## src/rtl/spi_pkg.sv

```systemverilog
// Shared types and helpers for the SPI byte master.
// FSM states, SPI mode decode and width constants.
package spi_pkg;

  localparam int BYTE_W  = 8;
  localparam int COUNT_W = 5;

  typedef enum logic [2:0] {
    IDLE,
    CS_SETUP,
    SHIFT,
    WAIT_NEXT,
    CS_HOLD,
    CS_IDLE
  } spi_state_t;

  function automatic logic cpol(
    input logic [1:0] mode
  );
    return mode[1];
  endfunction

  function automatic logic cpha(
    input logic [1:0] mode
  );
    return mode[0];
  endfunction

endpackage

```

## src/rtl/spi_clk_gen.sv

```systemverilog
// SCLK generator: half-bit divider plus 16-edge counter.
// Strobes coincide with the clock edge that toggles SCLK.
module spi_clk_gen #(
  parameter int CLKS_PER_HALF_BIT = 2,
  parameter bit CPOL              = 1'b0
) (
  input  logic i_FPGA_clk,
  input  logic i_FPGA_rst,
  input  logic en,
  output logic lead,
  output logic trail,
  output logic last,
  output logic done,
  output logic sclk
);

  localparam int DIV_W =
    $clog2(CLKS_PER_HALF_BIT);
  localparam logic [DIV_W-1:0] DIV_END =
    DIV_W'(CLKS_PER_HALF_BIT - 1);

  logic [DIV_W-1:0] div;
  logic [4:0]       edges;
  logic             tick;

  assign tick  = en & ~done & (div == DIV_END);
  assign lead  = tick & ~edges[0];
  assign trail = tick & edges[0];
  assign last  = tick & (edges == 5'd15);

  always_ff @(posedge i_FPGA_clk) begin
    if (i_FPGA_rst || !en) begin
      div   <= '0;
      edges <= '0;
      done  <= 1'b0;
      sclk  <= CPOL;
    end else if (!done) begin
      if (tick) begin
        div   <= '0;
        edges <= edges + 5'd1;
        sclk  <= ~sclk;
        done  <= (edges == 5'd15);
      end else begin
        div <= div + DIV_W'(1);
      end
    end
  end

endmodule

```

## src/rtl/spi_byte_master.sv

```systemverilog
// Byte-level SPI master: valid/ready byte intake, MSB-first
// shifting, multi-byte framing under one CS_n assertion.
module spi_byte_master
  import spi_pkg::*;
#(
  parameter int CLKS_PER_HALF_BIT = 2,
  parameter int SPI_MODE          = 0,
  parameter int CS_SETUP_CLKS     = 2,
  parameter int CS_HOLD_CLKS      = 2,
  parameter int CS_IDLE_CLKS      = 4
) (
  input  logic               i_FPGA_clk,
  input  logic               i_FPGA_rst,
  input  logic [COUNT_W-1:0] i_TX_Count,
  input  logic [BYTE_W-1:0]  i_TX_Byte,
  input  logic               i_TX_DV,
  output logic               o_TX_Ready,
  output logic               o_RX_DV,
  output logic [BYTE_W-1:0]  o_RX_Byte,
  output logic               o_SPI_Clk,
  input  logic               i_SPI_MISO,
  output logic               o_SPI_MOSI,
  output logic               o_SPI_CS_n
);

  localparam logic CPOL = cpol(2'(SPI_MODE));
  localparam logic CPHA = cpha(2'(SPI_MODE));

  localparam logic [7:0] SETUP_END =
    8'(CS_SETUP_CLKS);
  localparam logic [7:0] HOLD_END =
    8'((CS_HOLD_CLKS > 1) ? CS_HOLD_CLKS - 2 : 0);
  localparam logic [7:0] IDLE_END =
    8'((CS_IDLE_CLKS > 0) ? CS_IDLE_CLKS - 1 : 0);

  spi_state_t         state;
  logic [BYTE_W-1:0]  tx_sr;
  logic [BYTE_W-1:0]  rx_sr;
  logic [7:0]         tmr;
  logic [COUNT_W-1:0] count;
  logic [COUNT_W-1:0] byte_cnt;

  logic accept;
  logic lead;
  logic trail;
  logic last;
  logic done;
  logic sample;
  logic drive;

  assign accept = i_TX_DV & o_TX_Ready;
  assign sample = CPHA ? trail : lead;
  // no MOSI update after the final edge of a byte
  assign drive  = CPHA ? lead : (trail & ~last);

  spi_clk_gen #(
    .CLKS_PER_HALF_BIT(CLKS_PER_HALF_BIT),
    .CPOL             (CPOL)
  ) u_clk_gen (
    .i_FPGA_clk(i_FPGA_clk),
    .i_FPGA_rst(i_FPGA_rst),
    .en        (state == SHIFT),
    .lead      (lead),
    .trail     (trail),
    .last      (last),
    .done      (done),
    .sclk      (o_SPI_Clk)
  );

  always_ff @(posedge i_FPGA_clk) begin
    if (i_FPGA_rst) begin
      state      <= IDLE;
      o_TX_Ready <= 1'b1;
      o_RX_DV    <= 1'b0;
      o_RX_Byte  <= '0;
      o_SPI_MOSI <= 1'b0;
      o_SPI_CS_n <= 1'b1;
      tx_sr      <= '0;
      rx_sr      <= '0;
      tmr        <= '0;
      count      <= '0;
      byte_cnt   <= '0;
    end else begin
      o_RX_DV <= 1'b0;
      unique case (state)
        IDLE: begin
          if (accept) begin
            state      <= CS_SETUP;
            tx_sr      <= i_TX_Byte;
            count      <= (i_TX_Count == '0) ?
                          COUNT_W'(1) : i_TX_Count;
            byte_cnt   <= '0;
            tmr        <= '0;
            o_TX_Ready <= 1'b0;
            o_SPI_CS_n <= 1'b0;
          end
        end
        CS_SETUP: begin
          if (tmr == SETUP_END) begin
            state <= SHIFT;
            tmr   <= '0;
            if (!CPHA) begin
              o_SPI_MOSI <= tx_sr[BYTE_W-1];
              tx_sr <= {tx_sr[BYTE_W-2:0], 1'b0};
            end
          end else begin
            tmr <= tmr + 8'd1;
          end
        end
        SHIFT: begin
          if (sample) begin
            rx_sr <= {rx_sr[BYTE_W-2:0], i_SPI_MISO};
          end
          if (drive) begin
            o_SPI_MOSI <= tx_sr[BYTE_W-1];
            tx_sr <= {tx_sr[BYTE_W-2:0], 1'b0};
          end
          if (done) begin
            o_RX_DV   <= 1'b1;
            o_RX_Byte <= rx_sr;
            byte_cnt  <= byte_cnt + COUNT_W'(1);
            tmr       <= '0;
            if (byte_cnt + COUNT_W'(1) == count) begin
              state <= CS_HOLD;
            end else begin
              state      <= WAIT_NEXT;
              o_TX_Ready <= 1'b1;
            end
          end
        end
        WAIT_NEXT: begin
          if (accept) begin
            state      <= SHIFT;
            o_TX_Ready <= 1'b0;
            if (!CPHA) begin
              o_SPI_MOSI <= i_TX_Byte[BYTE_W-1];
              tx_sr <= {i_TX_Byte[BYTE_W-2:0], 1'b0};
            end else begin
              tx_sr <= i_TX_Byte;
            end
          end
        end
        CS_HOLD: begin
          if (tmr == HOLD_END) begin
            state      <= CS_IDLE;
            o_SPI_CS_n <= 1'b1;
            tmr        <= '0;
          end else begin
            tmr <= tmr + 8'd1;
          end
        end
        CS_IDLE: begin
          if (tmr == IDLE_END) begin
            state      <= IDLE;
            o_TX_Ready <= 1'b1;
          end else begin
            tmr <= tmr + 8'd1;
          end
        end
        default: state <= IDLE;
      endcase
    end
  end

endmodule

```

## config.mk

```make
export PLATFORM = sky130hd
export DESIGN_NAME = spi_byte_master
export DESIGN_NICKNAME = d
export VERILOG_FILES = /design/src/rtl/spi_pkg.sv /design/src/rtl/spi_clk_gen.sv /design/src/rtl/spi_byte_master.sv
export SDC_FILE = /design/constraint.sdc
export NUM_CORES = 1
export LEC_CHECK = 0
export BUFFER_PORTS_ARGS = -buffer_cell sky130_fd_sc_hd__buf_2
export CORE_MARGIN = 2
export CORE_UTILIZATION = 40
export DETAILED_ROUTE_END_ITERATION = 10
export SYNTH_ARGS = -nofsm -noshare
export SYNTH_HDL_FRONTEND = slang
export SYNTH_SLANG_ARGS = --single-unit
```

## constraint.sdc

```tcl
create_clock -name i_FPGA_clk -period 3.5 [get_ports i_FPGA_clk]
set_clock_uncertainty 0.2 [all_clocks]
set_input_delay 0.35 -clock i_FPGA_clk [delete_from_list [all_inputs] [get_ports i_FPGA_clk]]
set_output_delay 0.35 -clock i_FPGA_clk [all_outputs]
set_load 0.005 [all_outputs]
```

After elaboration in Yosys (flattened, before gate mapping)
Cells that the tools add are included.
{ "totals": {"register_bits": 57, "inputBits": 17, "output_inout_bits": 13, "word_cells": 112} }
{ "classes": {"n_addsub": 4, "n_eq_ne": 19, "n_mux": 38, "bitwise": 12, "n_reduce_logical": 24} }
{ "ops": {"columns": ["cell", "count"], "rows": [
  ["2-to-1 mux 8 bit", 9],
  ["case mux 8 bit (5 select lines)", 1],
  ["case mux 8 bit (4 select lines)", 1],
  ["2-to-1 mux 3 bit", 7],
  ["inequality test 2 bit (second input constant)", 9],
  ["case mux 3 bit (6 select lines)", 1],
  ["== test 8 x 2 -> 1 bit (second input constant)", 2],
  ["2-to-1 mux 5 bit", 3],
  ["2-to-1 mux 1 bit", 12],
  ["adder 5 x 1 -> 5 bit (second input constant)", 2],
  ["case mux 5 bit (2 select lines)", 1],
  ["AND reduction 5 bit", 2],
  ["adder 8 x 1 -> 8 bit (second input constant)", 1],
  ["zero test 8 bit", 1],
  ["AND reduction 2 bit", 4],
  ["AND reduction 4 bit", 2],
  ["AND 1 bit", 7],
  ["== test 3 x 2 -> 1 bit (second input constant)", 2],
  ["== test 3 bit (second input constant)", 2],
  ["case mux 1 bit (3 select lines)", 2],
  ["AND reduction 3 bit", 2],
  ["AND reduction 6 bit", 1],
  ["nonzero test 3 bit", 2],
  ["== test 5 x 4 -> 1 bit (second input constant)", 1],
  ["14 further kinds", 20]
]} }

Logic depth before layout (Yosys ltp)
{ "depth": {"ltp_word": 8, "ltp_mapped": 8, "depth_no_buf": 8} }

Hierarchy
From an unflattened synthesis, not the netlist that was laid out.
{ "unflattened": {"cells_unflattened": 349, "hier_area_um2": 2896.5} }
{ "modules_own_cells": {"columns": ["module", "instances", "cells_per_inst", "area_each_um2", "seq_area_each_um2"], "rows": [
  ["spi_byte_master", 1, 309, 2529.9, 980.9],
  ["spi_clk_gen", 1, 40, 366.6, 160.2]
]} }

Worst setup path after synthesis
No wires, ideal clock.
{ "synth_path": {"path_kind": "register to register", "start": "reg tmr[0]", "end": "reg tx_sr[1]", "setup_time_ns": 0.128, "arrival_ns": 2.129, "t_required_ns": 3.172, "slack_ns": 1.044, "stages_incl_launch_ff": 8, "n_path_buf": 0, "period_less_slack_ns": 2.456, "path_cell_list": "dfxtp_1 inv_1 ha_1 or3b_2 or3_4 a221oi_4 mux2i_1 nor2_1"} }
{ "synth_via": {"elab_chain_cells": 3} }
{ "synth_lines": {"columns": ["element", "line", "text"], "rows": [
  ["start: declaration", "spi_byte_master.sv:39", "logic [7:0] tmr;"],
  ["start signal: assignment", "spi_byte_master.sv:107", "tmr <= tmr + 8'd1;"],
  ["start signal: assignment", "spi_byte_master.sv:149", "tmr <= tmr + 8'd1;"],
  ["start signal: assignment", "spi_byte_master.sv:157", "tmr <= tmr + 8'd1;"],
  ["== test 8 x 2 -> 1 bit", "spi_byte_master.sv:99", "if (tmr == SETUP_END) begin"],
  ["inequality test 2 bit (no line)", null, null],
  ["AND reduction 5 bit (no line)", null, null],
  ["end signal: assignment", "spi_byte_master.sv:89", "tx_sr <= i_TX_Byte;"],
  ["end signal: assignment", "spi_byte_master.sv:104", "tx_sr <= {tx_sr[BYTE_W-2:0], 1'b0};"],
  ["end signal: assignment", "spi_byte_master.sv:116", "tx_sr <= {tx_sr[BYTE_W-2:0], 1'b0};"],
  ["end: declaration", "spi_byte_master.sv:37", "logic [BYTE_W-1:0] tx_sr;"]
]} }
No other way between the ends.
A chain may end at the register's enable or synchronous reset.

Final worst setup path
{ "layout_path": {"start": "reg tmr[0]", "end": "reg tx_sr[4]"} }
Same word-level chain as after synthesis.

==> impl_metrics.ini <==
[global_routing]
antenna_found_initial = 0
grt_pass1_vias = 2301
grt_pass1_wl_um = 10700
grt_overflow_total = 0
gr-usage-all-layers = 0.171
grt_max_degree = 49

[route]
totalWireLength_um = 6400
met1_length_um = 3130
drt-vias-per-instance = 5.30
highest_layer = met4
drc = 0
wl_per_cell_um = 13.3
vias = 2546
ant_nets = 0
drt_pass1_iterations = 4
wl_met2_um = 2920
met3_length_um = 250
drt_iter0_drc = 97

[cells_and_area]
n_antenna_cell = 0
fin_nets = 399
final_util = 0.469
synthToLayoutAreaGrowth_pct = 15.6
drive_gt1_frac = 0.173

[sta]
slew_headroom = 0.394
period_share = 0.777
worst_pin_slew_ns = 0.909
timing.fmax_mhz = 368
worst_slack_ns = 0.780
drv_slew = 0
finalSetupViolCount = 0
finalHoldViolCount = 0
holdWs_ns = 0.0560
fin_crit_ns = 2.72
rsz0062_at_grt = no
tns_ns = 0

[yosys]
synth_area_leaders = dfxtp_1 (39%), mux2i_1 (6.9%), nor2_1 (6.3%)
yosys_warnings = 0
synth_area_per_cell_um2 = 8.33
synth-edff-count = 0
ys_ff_latch = 57
synth_top_area_frac = 0.394
synth_mux_area_frac = 0.0962
synthXorXnorAreaFrac = 0.0363
synthSimpleGateAreaFrac = 0.238
synth_compound_area_frac = 0.177
ys_types = 47
ys.flop_type = dfxtp_1
synthAdderAreaFrac = 0.0259
netlist_instances = 348
synth_area_um2 = 2900
synth_top_family_by_area = simple AND/OR/NAND/NOR gates
synth-seq-area-share = 0.394
yosys.area.top_type = dfxtp_1
async_flop_share = 0
synth_nets = 371

[power]
power.leakage_nw = 1.31
seq_power_share = 0.473
p_clk_frac = 0.431
ir_drop_uv = 271
intPower_mw = 1.06
p_sw_mw = 0.388
p_comb_frac = 0.096
power_density_nw_per_um2 = 433
p_total_mw = 1.45
p_sw_frac = 0.268

[worst_setup_path]
critPathLaunch = tmr[0]
r2r_slack_ns = 0.78
cp.required_ns = 3.50
crit_path_end_kind = register
reg2reg_from = tmr[0]
critPathKind = register to register
r2r_end = tx_sr[4]
path_cells = inv_1, ha_1, or3b_2, or3_4, a221oi_4, mux2i_1, nor2_1
crit_path_max_incr_delay_ns = 0.59
worstPathArrival_ns = 2.72
start_kind = register
critPathSlowestCell = a221oi_4
r2r_cells = 7
worstPathMaxFanout = 9

[clocking]
clock_path_buffers = 2
clkTransAtPathRegs_ns = 0.08
numCtsBuffers = 9
cts_tree = built
clock_sinks = 57
cts_max_level = 3
postCtsSetupRepairBufs = 0
cts-root-buf = clkbuf_8
clk_latency_ns = 0.34
holdBufCountCts = 0
ctsResizeCount = 0

[status]
outcome = finished clean

[floorplan]
die_x_um = 89.1
row_count = 31
die_h_um = 89.1
fp.dieArea_um2 = 7940
core_um2 = 7140
start_util = 0.406
ios = 30

[min_path]
min_path_type = input pin to register
hold_end = rx_sr[0]
holdPathStages = 3
hp-start = i_SPI_MISO

[placed_design]
pre_cts_slack_ns = 0.792
gp_congestion = 0.817
io_buffers = 29
hpwl_um = 4300

[job]
cap_violations = 0
[cell families after synthesis]
group	count (synthesis)
AOI/OAI and AO/OA	77
muxes	27
xor gates and xnor gates	12
adders and majority gates	6
DFF	57
and+or+nand+nor	143
buffers and inverters	26
[worst max-delay path, delay by kind of cell, from the launching register on]
family,cells,cell delay [ns]
AOI/OAI and AO/OA,1,0.59
adders and majority gates,1,0.14
buffers and inverters,1,0.11
DFF,1,0.35
muxes,1,0.29
and+or+nand+nor,3,0.89
[layer usage]
| layer | GRT usage | vias to the layer above |
|---|---|---|
| met5 | 0 | - |
| met4 | 0.0828 | 0 |
| met3 | 0.0425 | 9 |
| met2 | 0.255 | 48 |
| met1 | 0.233 | 1184 |
| li1 | - | 1305 |
[power groups by stage]
stage / Clock (mW) / Combinational, mW / Sequential (mW)
finish: 0.625 / 0.140 / 0.686
global route: 0.666 / 0.157 / 0.688
CTS: 0.646 / 0.140 / 0.685
detailed placement: 0 / 0.140 / 0.700
global placement: 0 / 0.139 / 0.699
floorplan: 0 / 0.106 / 0.693
[cell usage after synthesis (2+ instances only)]
master	count
nor4_1	3
nor3_1	6
a21oi_1	22
nand3_1	15
dfxtp_1	57
and3_1	4
nor2_1	49
nand4_1	3
ha_1	6
a21boi_0	2
xnor2_1	4
inv_1	7
o21ai_0	17
or3_1	7
a31oi_1	3
a2bb2oi_1	4
nand2b_1	4
nor2b_1	4
a41oi_1	2
xor2_1	8
clkbuf_1	18
o21bai_1	4
and2_1	2
mux2_2	7
a22oi_1	7
a311oi_1	2
nand2_1	36
a211oi_1	6
mux2i_1	20
a21o_1	2
[flip-flops by register name, summed over array words and instances (netlist names)]
register / cells
byte_cnt: 5
count: 5
o_RX_Byte: 8
o_RX_DV: 1
o_SPI_CS_n: 1
o_SPI_MOSI: 1
o_TX_Ready: 1
rx_sr: 8
state: 3
tmr: 8
tx_sr: 8
u_clk_gen.div: 1
u_clk_gen.done: 1
u_clk_gen.edges: 5
u_clk_gen.sclk: 1
[area by class of cell]
cell class	count	area, µm²
inverter	7	26.3
sequential	57	1140
clock buffer	9	124
multi-input combinational	265	1660
tap	99	124
fill	741	3790
timing repair buffer	36	198
clock inverter	7	77.6
[per-stage QoR]
| step | instances | area (µm²) |
|---|---|---|
| floorplan | 348 | 2900 |
| global placement | 464 | 3150 |
| detailed placement | 464 | 3150 |
| CTS | 480 | 3350 |
| global route | 480 | 3350 |
| finish | 480 | 3350 |
[how the worst max path moves through the flow]
stage	slack (ns)	endpoint	cells past startpoint
after CTS	0.78	tx_sr[4]	7
final	0.78	tx_sr[4]	7
after detailed placement	0.79	tx_sr[4]	7
after global routing	0.64	tx_sr[4]	7
after floorplan	1.04	tx_sr[1]	7
after global placement	0.87	tx_sr[4]	7
[layout by cell type (no fill, tap or decap), types with 7 or more instances in the layout]
| master | instances |
|---|---|
| a21oi_1 | 22 |
| a22oi_1 | 7 |
| buf_2 | 29 |
| buf_4 | 7 |
| clkbuf_8 | 9 |
| dfxtp_1 | 57 |
| inv_1 | 7 |
| mux2_2 | 7 |
| mux2i_1 | 20 |
| nand2_1 | 36 |
| nand3_1 | 15 |
| nor2_1 | 49 |
| o21ai_0 | 17 |
| or3_1 | 7 |
| xor2_1 | 8 |
(Power assumes the default switching activity.)
